--- src/rtl/alu_ctrl_pkg.sv ---
// Shared encodings, operation selects and FSM states
// for the registered ALU control decoder.
package alu_ctrl_pkg;

   localparam logic [1:0] ALUOP_MEM = 2'b00;
   localparam logic [1:0] ALUOP_BR  = 2'b01;
   localparam logic [1:0] ALUOP_R   = 2'b10;
   localparam logic [1:0] ALUOP_I   = 2'b11;

   localparam logic [3:0] OP_AND = 4'b0000;
   localparam logic [3:0] OP_SLT = 4'b0001;
   localparam logic [3:0] OP_OR  = 4'b0010;
   localparam logic [3:0] OP_XOR = 4'b0011;
   localparam logic [3:0] OP_ADD = 4'b0100;
   localparam logic [3:0] OP_SLL = 4'b0110;
   localparam logic [3:0] OP_SRA = 4'b0111;
   localparam logic [3:0] OP_MUL = 4'b1000;
   localparam logic [3:0] OP_DIV = 4'b1001;
   localparam logic [3:0] OP_SUB = 4'b1100;

   typedef enum logic {IDLE, MC_WAIT} state_t;

   function automatic logic is_multicycle(input logic [3:0] op);
      return (op == OP_MUL) || (op == OP_DIV);
   endfunction

endpackage

--- src/rtl/alu_control_seq_if.sv ---
// Decode-request and op-delivery handshake bundle
// between decode stage, ALU control and execute stage.
interface alu_control_seq_if #(
   parameter int OPW    = 4,
   parameter int FUNCTW = 2,
   parameter int SELW   = 4
);
   logic              in_valid;
   logic              in_ready;
   logic [1:0]        ALUOp;
   logic [OPW-1:0]    OPCode;
   logic [FUNCTW-1:0] FUNCT;
   logic              out_valid;
   logic              out_ready;
   logic [SELW-1:0]   Operacioni;
   logic              Illegal;
   logic              MCStart;
   logic              Busy;

   modport master (
      output in_valid, ALUOp, OPCode, FUNCT, out_ready,
      input  in_ready, out_valid, Operacioni, Illegal,
      input  MCStart, Busy
   );

   modport slave (
      input  in_valid, ALUOp, OPCode, FUNCT, out_ready,
      output in_ready, out_valid, Operacioni, Illegal,
      output MCStart, Busy
   );
endinterface

--- src/rtl/alu_op_decode.sv ---
// Combinational ALUOp/OPCode/FUNCT to ALU select decode,
// flagging undecodable and multi-cycle codes.
module alu_op_decode
   import alu_ctrl_pkg::*;
#(
   parameter int OPW    = 4,
   parameter int FUNCTW = 2
) (
   input  logic [1:0]        alu_op,
   input  logic [OPW-1:0]    opcode,
   input  logic [FUNCTW-1:0] funct,
   output logic [3:0]        op,
   output logic              illegal,
   output logic              multicycle
);

   logic oc0, oc1, oc2, oc3, oc9, oc10, oc11;
   logic f0, f1, f2;

   assign oc0  = opcode == OPW'(0);
   assign oc1  = opcode == OPW'(1);
   assign oc2  = opcode == OPW'(2);
   assign oc3  = opcode == OPW'(3);
   assign oc9  = opcode == OPW'(9);
   assign oc10 = opcode == OPW'(10);
   assign oc11 = opcode == OPW'(11);
   assign f0   = funct == FUNCTW'(0);
   assign f1   = funct == FUNCTW'(1);
   assign f2   = funct == FUNCTW'(2);

   always_comb begin
      op      = OP_AND;
      illegal = 1'b0;
      unique case (alu_op)
         ALUOP_MEM: op = OP_ADD;
         ALUOP_BR:  op = OP_SUB;
         ALUOP_R: begin
            illegal = 1'b1;
            unique case (1'b1)
               oc0 && f0: {op, illegal} = {OP_AND, 1'b0};
               oc0 && f1: {op, illegal} = {OP_OR,  1'b0};
               oc0 && f2: {op, illegal} = {OP_XOR, 1'b0};
               oc1 && f0: {op, illegal} = {OP_ADD, 1'b0};
               oc1 && f1: {op, illegal} = {OP_SUB, 1'b0};
               oc2 && f0: {op, illegal} = {OP_SLL, 1'b0};
               oc2 && f1: {op, illegal} = {OP_SRA, 1'b0};
               oc3 && f0: {op, illegal} = {OP_MUL, 1'b0};
               oc3 && f1: {op, illegal} = {OP_DIV, 1'b0};
               default: ;
            endcase
         end
         ALUOP_I: begin
            illegal = 1'b1;
            unique case (1'b1)
               oc9:  {op, illegal} = {OP_ADD, 1'b0};
               oc10: {op, illegal} = {OP_SUB, 1'b0};
               oc11: {op, illegal} = {OP_SLT, 1'b0};
               default: ;
            endcase
         end
         default: ;
      endcase
   end

   assign multicycle = is_multicycle(op);

endmodule

--- src/rtl/alu_control_seq.sv ---
// Registered ALU control: one-entry valid/ready op register
// plus a wait FSM that stalls decode during MUL/DIV.
module alu_control_seq
   import alu_ctrl_pkg::*;
#(
   parameter int OPW       = 4,
   parameter int FUNCTW    = 2,
   parameter int SELW      = 4,
   parameter int MC_CYCLES = 8
) (
   input logic         Clock,
   input logic         Reset,
   alu_control_seq_if.slave bus
);

   state_t          state, state_n;
   logic [7:0]      cnt, cnt_n;
   logic            vld_q, ill_q;
   logic [SELW-1:0] op_q;
   logic [3:0]      dec_op;
   logic            dec_ill, dec_mc;
   logic            held_mc, accept, consume, mc_go;

   alu_op_decode #(
      .OPW    (OPW),
      .FUNCTW (FUNCTW)
   ) u_dec (
      .alu_op     (bus.ALUOp),
      .opcode     (bus.OPCode),
      .funct      (bus.FUNCT),
      .op         (dec_op),
      .illegal    (dec_ill),
      .multicycle (dec_mc)
   );

   assign held_mc = vld_q && is_multicycle(op_q[3:0]);
   assign consume = vld_q && bus.out_ready;
   assign mc_go   = !Reset && (state == IDLE) && consume && held_mc;
   assign accept  = bus.in_valid && bus.in_ready;

   always_ff @(posedge Clock) begin
      if (Reset) begin
         state <= IDLE;
         cnt   <= 8'd0;
      end else begin
         state <= state_n;
         cnt   <= cnt_n;
      end
   end

   always_comb begin
      state_n = state;
      cnt_n   = cnt;
      unique case (state)
         IDLE: begin
            if (mc_go) begin
               state_n = MC_WAIT;
               cnt_n   = 8'(MC_CYCLES - 1);
            end
         end
         MC_WAIT: begin
            cnt_n = cnt - 8'd1;
            if (cnt == 8'd1) state_n = IDLE;
         end
         default: state_n = IDLE;
      endcase
   end

   // a held MUL/DIV must leave alone, so no pass-through of out_ready
   always_comb begin
      bus.in_ready = !Reset && (state == IDLE) &&
                     (!vld_q || (bus.out_ready && !held_mc));
      bus.MCStart  = mc_go;
      bus.Busy     = (state == MC_WAIT);
   end

   always_ff @(posedge Clock) begin
      if (Reset) begin
         vld_q <= 1'b0;
         op_q  <= '0;
         ill_q <= 1'b0;
      end else if (accept) begin
         vld_q <= 1'b1;
         op_q  <= SELW'(dec_op);
         ill_q <= dec_ill;
      end else if (consume) begin
         vld_q <= 1'b0;
      end
   end

   assign bus.out_valid  = vld_q;
   assign bus.Operacioni = op_q;
   assign bus.Illegal    = ill_q;

   logic unused;
   assign unused = dec_mc;

endmodule
--- src/flat_wrapper.sv ---
// flat-port wrapper written by rule: the top's interface ports become plain ports
module alu_control_seq_flat import alu_ctrl_pkg::*;
#(
   parameter int OPW       = 4,
   parameter int FUNCTW    = 2,
   parameter int SELW      = 4,
   parameter int MC_CYCLES = 8
)
  (Clock, Reset, bus_in_valid, bus_ALUOp, bus_OPCode, bus_FUNCT, bus_out_ready, bus_in_ready, bus_out_valid, bus_Operacioni, bus_Illegal, bus_MCStart, bus_Busy);
  alu_control_seq_if #(.OPW(OPW), .FUNCTW(FUNCTW), .SELW(SELW)) bus_i ();
  input logic Clock;
  input logic Reset;
  input wire logic [$bits(bus_i.in_valid)-1:0] bus_in_valid;
  input wire logic [$bits(bus_i.ALUOp)-1:0] bus_ALUOp;
  input wire logic [$bits(bus_i.OPCode)-1:0] bus_OPCode;
  input wire logic [$bits(bus_i.FUNCT)-1:0] bus_FUNCT;
  input wire logic [$bits(bus_i.out_ready)-1:0] bus_out_ready;
  output wire logic [$bits(bus_i.in_ready)-1:0] bus_in_ready;
  output wire logic [$bits(bus_i.out_valid)-1:0] bus_out_valid;
  output wire logic [$bits(bus_i.Operacioni)-1:0] bus_Operacioni;
  output wire logic [$bits(bus_i.Illegal)-1:0] bus_Illegal;
  output wire logic [$bits(bus_i.MCStart)-1:0] bus_MCStart;
  output wire logic [$bits(bus_i.Busy)-1:0] bus_Busy;
  assign bus_i.in_valid = bus_in_valid;
  assign bus_i.ALUOp = bus_ALUOp;
  assign bus_i.OPCode = bus_OPCode;
  assign bus_i.FUNCT = bus_FUNCT;
  assign bus_i.out_ready = bus_out_ready;
  assign bus_in_ready = bus_i.in_ready;
  assign bus_out_valid = bus_i.out_valid;
  assign bus_Operacioni = bus_i.Operacioni;
  assign bus_Illegal = bus_i.Illegal;
  assign bus_MCStart = bus_i.MCStart;
  assign bus_Busy = bus_i.Busy;
  alu_control_seq #(.OPW(OPW), .FUNCTW(FUNCTW), .SELW(SELW), .MC_CYCLES(MC_CYCLES)) u_core (.Clock(Clock), .Reset(Reset), .bus(bus_i));
endmodule
--- config.mk ---
export PLATFORM = sky130hd
export DESIGN_NAME = alu_control_seq_flat
export DESIGN_NICKNAME = d
export VERILOG_FILES = /design/src/rtl/alu_ctrl_pkg.sv /design/src/rtl/alu_control_seq_if.sv /design/src/rtl/alu_op_decode.sv /design/src/rtl/alu_control_seq.sv /design/src/flat_wrapper.sv
export SDC_FILE = /design/constraint.sdc
export NUM_CORES = 1
export LEC_CHECK = 0
export BUFFER_PORTS_ARGS = -buffer_cell sky130_fd_sc_hd__buf_4
export CORE_MARGIN = 2
export CORE_UTILIZATION = 46
export CTS_CLUSTER_DIAMETER = 50
export DETAILED_ROUTE_END_ITERATION = 7
export PLACE_DENSITY = 0.72
export SYNTH_ARGS = -nofsm -noshare
export SYNTH_HDL_FRONTEND = slang
export SYNTH_SLANG_ARGS = --single-unit
--- constraint.sdc ---
create_clock -name Clock -period 1.65 [get_ports Clock]
set_clock_uncertainty 0.15 [all_clocks]
set_input_delay 0.165 -clock Clock [delete_from_list [all_inputs] [get_ports Clock]]
set_output_delay 0.165 -clock Clock [all_outputs]
set_load 0.05 [all_outputs]
==> impl_metrics.prom, run 1 <==
# TYPE chip_impl_metric gauge
chip_impl_metric{name="final_layout_size_suffix_gt1_share",unit="%"} 45.0
chip_impl_metric{name="utilization",unit="%"} 72.8
chip_impl_metric{name="grt_start_max_net_pins",unit=""} 16
chip_impl_metric{name="clock_path_buffers",unit=""} 2
chip_impl_metric{name="floorplan.io_pins",unit=""} 21
chip_impl_metric{name="ys_warn_count",unit=""} 0
chip_impl_metric{name="cp.required",unit="ns"} 1.33
chip_impl_info{name="launch_point_of_the_critical_path",value="u_core.bus.Busy"} 1
chip_impl_metric{name="drt-pass1-iter-count",unit=""} 3
chip_impl_metric{name="tightestPinTransition",unit="ns"} 0.358
chip_impl_metric{name="cts.sink_count",unit=""} 15
chip_impl_metric{name="r2r_cells",unit=""} 6
chip_impl_metric{name="ant_nets",unit=""} 0
chip_impl_metric{name="clk_latency",unit="ns"} 0.27
chip_impl_metric{name="crit_fanout",unit=""} 2
chip_impl_metric{name="setup_total_negative_slack",unit="ns"} -0.0989
chip_impl_metric{name="fin_ws",unit="ns"} -0.0989
chip_impl_metric{name="synth.cell_area",unit="µm²"} 876
chip_impl_metric{name="rows",unit=""} 15
chip_impl_metric{name="antenna_found_initial",unit=""} 0
chip_impl_metric{name="fp.coreArea",unit="µm²"} 1760
chip_impl_metric{name="area.growth.synth_to_final",unit="%"} 46.7
chip_impl_metric{name="timing.final.crit_share",unit="%"} 106
chip_impl_metric{name="max-cap-violations",unit=""} 0
chip_impl_metric{name="hpwlAfterDp",unit="mm"} 1.57
chip_impl_metric{name="max_freq",unit="MHz"} 572
chip_impl_metric{name="dr_total_vias",unit=""} 890
chip_impl_info{name="critPathLaunchType",value="flip-flop"} 1
chip_impl_metric{name="report.final.setup_viol",unit=""} 1
chip_impl_metric{name="grt_first_pass_wirelength",unit="mm"} 3.71
chip_impl_metric{name="fin_crit",unit="ns"} 1.75
chip_impl_metric{name="report.final.slew_viol_count",unit=""} 0
chip_impl_metric{name="instances_no_fill",unit=""} 165
chip_impl_info{name="run_status",value="complete, but fails checks"} 1
chip_impl_metric{name="die_x",unit="µm"} 47.6
chip_impl_metric{name="post_synth.cell_area_avg",unit="µm²"} 8.50
chip_impl_metric{name="synthesis.nets",unit=""} 117
chip_impl_metric{name="total_power_draw",unit="mW"} 0.764
chip_impl_metric{name="netlist-cell-type-count",unit=""} 46
chip_impl_metric{name="use_met2",unit="%"} 40.5
chip_impl_info{name="synth_top_flop_cell",value="dfxtp_1"} 1
chip_impl_info{name="worstSetupEndpointType",value="primary output"} 1
chip_impl_metric{name="synth-seq-cells",unit=""} 15
chip_impl_metric{name="pwr_density_cell",unit="nW/µm²"} 595
chip_impl_metric{name="worst-endpoint-arrival",unit="ns"} 1.43
chip_impl_metric{name="groute.layer.met1.usage",unit="%"} 28.2
chip_impl_metric{name="vdd_drop_max",unit="mV"} 0.405
chip_impl_metric{name="drc",unit=""} 0
chip_impl_metric{name="ctsHtreeMaxLevel",unit=""} 1
chip_impl_metric{name="hold_viol",unit=""} 0
chip_impl_metric{name="n_fill_cell",unit=""} 150
chip_impl_metric{name="hold_depth",unit=""} 3
chip_impl_metric{name="first_iter_violations",unit=""} 15
chip_impl_metric{name="placement.setup.worst_slack",unit="ns"} 0.00284
chip_impl_info{name="rsz0062_at_grt",value="true"} 1
chip_impl_metric{name="cellLeakagePower",unit="nW"} 0.510
chip_impl_info{name="timing.hold.worst.start",value="bus_ALUOp[1]"} 1
chip_impl_metric{name="globalRouteOverflowTotal",unit=""} 0
chip_impl_info{name="min-delay-path-class",value="primary input to flip-flop"} 1
chip_impl_metric{name="synthCells",unit=""} 103
chip_impl_info{name="r2r-start",value="u_core.cnt[1]"} 1
chip_impl_metric{name="grtUsageTotal",unit="%"} 22.9
chip_impl_metric{name="worst_slew_margin_rel",unit="%"} 75.9
chip_impl_info{name="violated_checks",value="negative setup slack"} 1
chip_impl_metric{name="detail_route.vias_per_cell",unit=""} 5.39
chip_impl_metric{name="buffers_on_ports",unit=""} 20
chip_impl_metric{name="use_met3",unit="%"} 3.40
chip_impl_metric{name="die-area",unit="µm²"} 2270
chip_impl_metric{name="start_util",unit="%"} 49.6
chip_impl_metric{name="insertedDiodeCount",unit=""} 0
chip_impl_metric{name="nNetsFinal",unit=""} 155
chip_impl_metric{name="fp.dieH",unit="µm"} 47.6
chip_impl_metric{name="cts_buffers",unit=""} 3
chip_impl_metric{name="synth-async-reset-ratio",unit="%"} 0
chip_impl_info{name="cts_tree",value="yes"} 1
chip_impl_metric{name="first_global_vias",unit=""} 863
chip_impl_info{name="type_of_the_worst_setup_path",value="flip-flop to primary output"} 1
chip_impl_info{name="grt_busiest_layer",value="met2"} 1
chip_impl_metric{name="place_congestion",unit=""} 0.853
chip_impl_metric{name="path_clk_slew",unit="ns"} 0.08
chip_impl_metric{name="synth-edff-count",unit=""} 0
chip_impl_metric{name="place_inst",unit=""} 152
chip_impl_info{name="clock_tree.root_cell",value="clkbuf_4"} 1
chip_impl_metric{name="routed_wire_length_per_instance",unit="µm"} 13.0
chip_impl_metric{name="wl",unit="mm"} 2.14
chip_impl_metric{name="seq_area_frac_synth",unit="%"} 34.3
## final timing paths
path | slack [ns] | endpoint
setup reg to reg | 0.02 | u_core.cnt[6]
hold reg to reg | 0.34 | u_core.bus.Operacioni[1]
setup / recovery | -0.1 | bus_MCStart
hold / removal | 0.04 | u_core.bus.Illegal
## layout make-up
cell class | count | area, µm² | area share (%)
multi-input cells | 77 | 581 | 45.2
flip-flops and latches | 15 | 317 | 24.6
repair buffers | 39 | 307 | 23.9
well taps | 25 | 31.3 | 2.43
clock buffers | 4 | 26.3 | 2.04
inverters | 5 | 23.8 | 1.85
## what timing repair did
item	CTS	global route
endpoints found under the hold margin	1	0
hold buffers	1	0
setup buffers	5	3
pin swaps	5	5
gates resized for setup	8	8
endpoints found under the setup margin	2	5
## cell usage in the layout, fill, tap and decap left out, types with 2 or more instances in the layout
master	synthesis	routed
buf_4	0	36
nor2_1	10	10
a21oi_1	10	10
dfxtp_1	15	8
nand2_1	8	7
dfxtp_2	0	4
nand3_1	3	3
clkbuf_4	0	3
dfxtp_4	0	3
inv_2	1	2
or4b_4	1	2
inv_1	4	2
a211oi_1	2	2
nor3_1	2	2
o21a_1	2	2
nor4_1	2	2
nor2b_1	2	2
nand3b_1	2	2
o21ai_0	2	2
## critical path, cell delays in order, from the launching register on
cell and delay (ns):
dfxtp_4 0.35, or3b_4 0.37, or2_4 0.26, clkinv_4 0.06, buf_8 0.13
## metal layers
layer / wire length [µm] / up-vias
met4: 15 / 0
met2: 1100 / 15
li1: - / 448
met3: 84 / 2
met1: 939 / 425
met5: 0 / -
## synth_stat cells, types with 2 or more instances
| master | count | area [µm²] |
|---|---|---|
| a211oi_1 | 2 | 15.0 |
| a21oi_1 | 10 | 50.1 |
| buf_2 | 4 | 20.0 |
| dfxtp_1 | 15 | 300 |
| ha_1 | 2 | 25.0 |
| inv_1 | 4 | 15.0 |
| nand2_1 | 8 | 30.0 |
| nand3_1 | 3 | 15.0 |
| nand3b_1 | 2 | 15.0 |
| nand4bb_1 | 2 | 22.5 |
| nor2_1 | 10 | 37.5 |
| nor2b_1 | 2 | 12.5 |
| nor3_1 | 2 | 10.0 |
| nor4_1 | 2 | 12.5 |
| o21a_1 | 2 | 15.0 |
| o21ai_0 | 2 | 10.0 |
| or2_1 | 2 | 12.5 |
## where the power goes
part | switching, mW | internal [mW] | leakage [nW] | total [mW]
Clock | 0.104 | 0.0935 | 0.0150 | 0.197
Sequential | 0.0106 | 0.371 | 0.126 | 0.381
Combinational | 0.101 | 0.0839 | 0.370 | 0.185
Total | 0.216 | 0.548 | 0.510 | 0.764
## stage by stage
step / hold WS, ns / area, µm²
floorplan: 0.116 / 922
global placement: 0.243 / 1140
detailed placement: 0.247 / 1140
CTS: 0.0339 / 1240
global route: 0.0760 / 1280
finish: 0.0435 / 1280
## flip-flops by register name (all words and copies together), names as in the netlist
name	count
u_core.cnt	8
u_core.bus.Operacioni	4
u_core.bus.Busy	1
u_core.bus.Illegal	1
u_core.bus.out_valid	1
## logic make-up after synthesis
group / synth area share, %
AO/OA/AOI/OAI: 19.0
XOR/XNOR: 2.00
adder cells (fa/ha/maj): 2.86
buffers and inverters: 6.14
flip-flops: 34.3
multiplexers: 1.29
AND/OR/NAND/NOR: 34.4
Note: power is estimated with default switching activity, not from simulation.
==> run 2: changes to the inputs <==
--- a/config.mk
+++ b/config.mk
@@ -5,12 +5,14 @@
 export SDC_FILE = /design/constraint.sdc
 export NUM_CORES = 1
 export LEC_CHECK = 0
+export ABC_AREA = 1
+export ABC_CLOCK_PERIOD_IN_PS = 1650
 export BUFFER_PORTS_ARGS = -buffer_cell sky130_fd_sc_hd__buf_4
 export CORE_MARGIN = 2
-export CORE_UTILIZATION = 46
+export CORE_UTILIZATION = 47
 export CTS_CLUSTER_DIAMETER = 50
 export DETAILED_ROUTE_END_ITERATION = 7
-export PLACE_DENSITY = 0.72
+export PLACE_DENSITY = 0.73
 export SYNTH_ARGS = -nofsm -noshare
 export SYNTH_HDL_FRONTEND = slang
 export SYNTH_SLANG_ARGS = --single-unit
==> run 2 against run 1 <==
The run now ends clean. Synthesized area increased by 5.7%. Synthesized cell count increased by 40%. Count of clock-buffer cells in the layout decreased by 1. Routed wire length decreased by 2.9%. Worst hold slack improved by 0.017 ns. Register-to-register slack improved by 0.22 ns. Cell count increased by 19%. Critical path depth unchanged. Setup slack improved by 0.15 ns. Combinational power decreased by 14%. Critical endpoint unchanged.
==> impl_metrics.prom, run 2 <==
# TYPE chip_impl_metric gauge
chip_impl_metric{name="grt_start_max_net_pins",unit=""} 11
chip_impl_metric{name="synth-edff-count",unit=""} 0
chip_impl_metric{name="max-cap-violations",unit=""} 0
chip_impl_info{name="post_synth_main_area_contributors",value="dfxtp_1 (32%), nand2_1 (13%), inv_1 (10%)"} 1
chip_impl_metric{name="utilization",unit="%"} 62.9
chip_impl_metric{name="first_iter_violations",unit=""} 29
chip_impl_info{name="min-delay-path-class",value="primary input to flip-flop"} 1
chip_impl_metric{name="grtUsageTotal",unit="%"} 20.2
chip_impl_metric{name="die_x",unit="µm"} 48.4
chip_impl_metric{name="report.final.slew_viol_count",unit=""} 0
chip_impl_metric{name="synthCells",unit=""} 144
chip_impl_metric{name="ys_warn_count",unit=""} 0
chip_impl_metric{name="synth.top_cell.area_share",unit="%"} 32.4
chip_impl_info{name="worstSetupEndpointType",value="primary output"} 1
chip_impl_metric{name="buffers_on_ports",unit=""} 20
chip_impl_metric{name="wl",unit="mm"} 2.08
chip_impl_metric{name="cts_buffers",unit=""} 3
chip_impl_metric{name="sw_frac_of_total",unit="%"} 32.1
chip_impl_info{name="leading_cell_type_in_the_layout_fill_and_taps_excluded",value="nand2_1"} 1
chip_impl_metric{name="vdd_drop_max",unit="mV"} 0.469
chip_impl_metric{name="hpwlAfterDp",unit="mm"} 1.55
chip_impl_metric{name="area.growth.synth_to_final",unit="%"} 29.2
chip_impl_metric{name="dr_total_vias",unit=""} 970
chip_impl_metric{name="power.switching",unit="mW"} 0.244
chip_impl_metric{name="start_util",unit="%"} 48.7
chip_impl_metric{name="antenna_found_initial",unit=""} 0
chip_impl_metric{name="clk_latency",unit="ns"} 0.30
chip_impl_metric{name="met1Wirelength",unit="µm"} 938
chip_impl_metric{name="crit_fanout",unit=""} 3
chip_impl_metric{name="globalRouteOverflowTotal",unit=""} 0
chip_impl_metric{name="cts.sink_count",unit=""} 15
chip_impl_info{name="synth_top_flop_cell",value="dfxtp_1"} 1
chip_impl_metric{name="first_global_vias",unit=""} 897
chip_impl_metric{name="grt_first_pass_wirelength",unit="mm"} 3.72
chip_impl_metric{name="worst_slew_margin_rel",unit="%"} 83.2
chip_impl_metric{name="max_freq",unit="MHz"} 624
chip_impl_metric{name="pwr_density_cell",unit="nW/µm²"} 635
chip_impl_metric{name="stdcell_area",unit="µm²"} 1200
chip_impl_metric{name="synth-seq-cells",unit=""} 15
chip_impl_metric{name="cellLeakagePower",unit="nW"} 0.565
chip_impl_metric{name="seq_power_share",unit="%"} 49.6
chip_impl_metric{name="drt-pass1-iter-count",unit=""} 4
chip_impl_metric{name="cp.required",unit="ns"} 1.33
chip_impl_info{name="yosys-top-cells-count",value="nand2_1 (33), inv_1 (25), dfxtp_1 (15)"} 1
chip_impl_metric{name="drc",unit=""} 0
chip_impl_metric{name="floorplan.io_pins",unit=""} 21
chip_impl_info{name="clock_tree.root_cell",value="clkbuf_4"} 1
chip_impl_metric{name="synth.cell_area",unit="µm²"} 926
chip_impl_metric{name="post_synth.cell_area_avg",unit="µm²"} 6.43
chip_impl_metric{name="setup_total_negative_slack",unit="ns"} 0
chip_impl_info{name="critPathLaunchType",value="flip-flop"} 1
chip_impl_metric{name="timing.final.crit_share",unit="%"} 97.1
chip_impl_metric{name="p_comb_share",unit="%"} 21.0
chip_impl_metric{name="synth-async-reset-ratio",unit="%"} 0
chip_impl_metric{name="ctsHtreeMaxLevel",unit=""} 1
chip_impl_metric{name="routed_wire_length_per_instance",unit="µm"} 10.6
chip_impl_metric{name="detail_route.vias_per_cell",unit=""} 4.95
chip_impl_metric{name="hold_viol",unit=""} 0
chip_impl_metric{name="die-area",unit="µm²"} 2340
chip_impl_info{name="cts_tree",value="yes"} 1
chip_impl_metric{name="detailroute.wirelength.met3",unit="µm"} 103
chip_impl_metric{name="total_power_draw",unit="mW"} 0.760
chip_impl_metric{name="rows",unit=""} 16
chip_impl_metric{name="worst-endpoint-arrival",unit="ns"} 1.29
chip_impl_info{name="synth_top_area_cell",value="dfxtp_1"} 1
chip_impl_metric{name="fp.coreArea",unit="µm²"} 1900
chip_impl_metric{name="netlist-cell-type-count",unit=""} 22
chip_impl_metric{name="place_congestion",unit=""} 0.879
chip_impl_metric{name="largest_register_ffs",unit=""} 8
chip_impl_metric{name="nNetsFinal",unit=""} 184
chip_impl_metric{name="insertedDiodeCount",unit=""} 0
chip_impl_metric{name="report.final.setup_viol",unit=""} 0
chip_impl_metric{name="path_clk_slew",unit="ns"} 0.09
chip_impl_metric{name="wl_met2",unit="mm"} 1.02
chip_impl_metric{name="tightestPinTransition",unit="ns"} 0.251
chip_impl_info{name="yosys.cell_count.top_type",value="nand2_1"} 1
chip_impl_metric{name="internal_power",unit="mW"} 0.516
chip_impl_info{name="run_status",value="completed"} 1
chip_impl_metric{name="synthesis.nets",unit=""} 158
chip_impl_info{name="type_of_the_worst_setup_path",value="flip-flop to primary output"} 1
chip_impl_info{name="largest-register",value="u_core.cnt"} 1
chip_impl_metric{name="final_layout_size_suffix_gt1_share",unit="%"} 25.4
chip_impl_metric{name="ant_nets",unit=""} 0
chip_impl_metric{name="fin_hold_ws",unit="ns"} 0.0608
chip_impl_metric{name="clock_path_buffers",unit=""} 2
chip_impl_metric{name="fin_crit",unit="ns"} 1.60
chip_impl_metric{name="detailed_place.area",unit="µm²"} 1110
chip_impl_info{name="final_cell_mix",value="nand2_1 (33), inv_1 (25), buf_4 (21)"} 1
chip_impl_metric{name="power_frac_clock",unit="%"} 29.3
chip_impl_metric{name="fp.dieH",unit="µm"} 48.4
chip_impl_info{name="route.top_layer_used",value="met4"} 1
chip_impl_info{name="rsz0062_at_grt",value="true"} 1
chip_impl_metric{name="seq_area_frac_synth",unit="%"} 32.4
[run 2: changes by cell type in the layout (fill, tap and decap cells not counted), sizes merged, moves of 3 or more]
| cell | before | now |
|---|---|---|
| nor3 | 2 | 5 |
| nand3 | 3 | 12 |
| a21oi | 10 | 13 |
| or2 | 3 | 0 |
| o21ai | 3 | 10 |
| nor2 | 11 | 17 |
| buf | 38 | 22 |
| inv | 4 | 27 |
| nand2 | 8 | 33 |
[run 2: worst max-delay path, cell delays in order (launching register included)]
cell,delay [ns]
dfxtp_4,0.37
nor2_4,0.12
nand3_4,0.09
nor3_4,0.22
buf_6,0.19
[run 2: area by class of cell]
type,instances,area [µm²]
Multi-Input combinational cell,100,536
Timing Repair Buffer,23,179
Clock buffer,3,22.5
Inverter,27,101
Clock inverter,1,5.00
Sequential cell,15,319
Fill cell,188,706
Tap cell,27,33.8
[run 2: timing repair]
action / in CTS / in global routing
endpoints found under the hold margin: 6 / 0
hold buffers: 1 / 0
pin swaps: 1 / 2
endpoints found under the setup margin: 2 / 3
resized for setup: 1 / 6
buffers inserted: 0 / 2
[run 2: per-layer routing]
| metal | up-vias | global-route usage, % |
|---|---|---|
| met5 | - | 0 |
| met4 | 0 | 4.29 |
| met3 | 2 | 7.10 |
| met2 | 19 | 36.1 |
| met1 | 431 | 23.2 |
| li1 | 518 | - |
[run 2: path summary, 6_finish.rpt]
path / slack (ns) / cells after the start / to / startpoint
hold / removal: 0.06 / 4 / u_core.bus.out_valid / bus_out_ready
setup reg to reg: 0.24 / 7 / u_core.cnt[6] / u_core.cnt[0]
setup / recovery: 0.05 / 4 / bus_MCStart / u_core.bus.Operacioni[1]
hold reg to reg: 0.33 / 2 / u_core.bus.Illegal / u_core.bus.Illegal
[run 2: kinds of logic after synthesis]
family | synth area share, %
flip-flops | 32.4
buffers and inverters | 13.0
adder cells (fa/ha/maj) | 2.70
AND/OR/NAND/NOR | 34.7
AO/OA/AOI/OAI | 17.2
[run 2: through the flow]
step	instances	worst slack, ns
CTS	194	0.00464
detailed placement	189	0.164
floorplan	144	-0.0885
finish	196	0.0474
global placement	189	0.217
global route	196	-0.0210
[run 2: power by group through the flow]
stage	clock network [mW]	registers, mW	logic (mW)
3_3_place_gp	0	0.383	0.151
6_report	0.223	0.377	0.160
2_1_floorplan	0	0.405	0.0799
4_1_cts	0.232	0.375	0.157
5_1_grt	0.247	0.378	0.180
3_5_place_dp	0	0.383	0.154
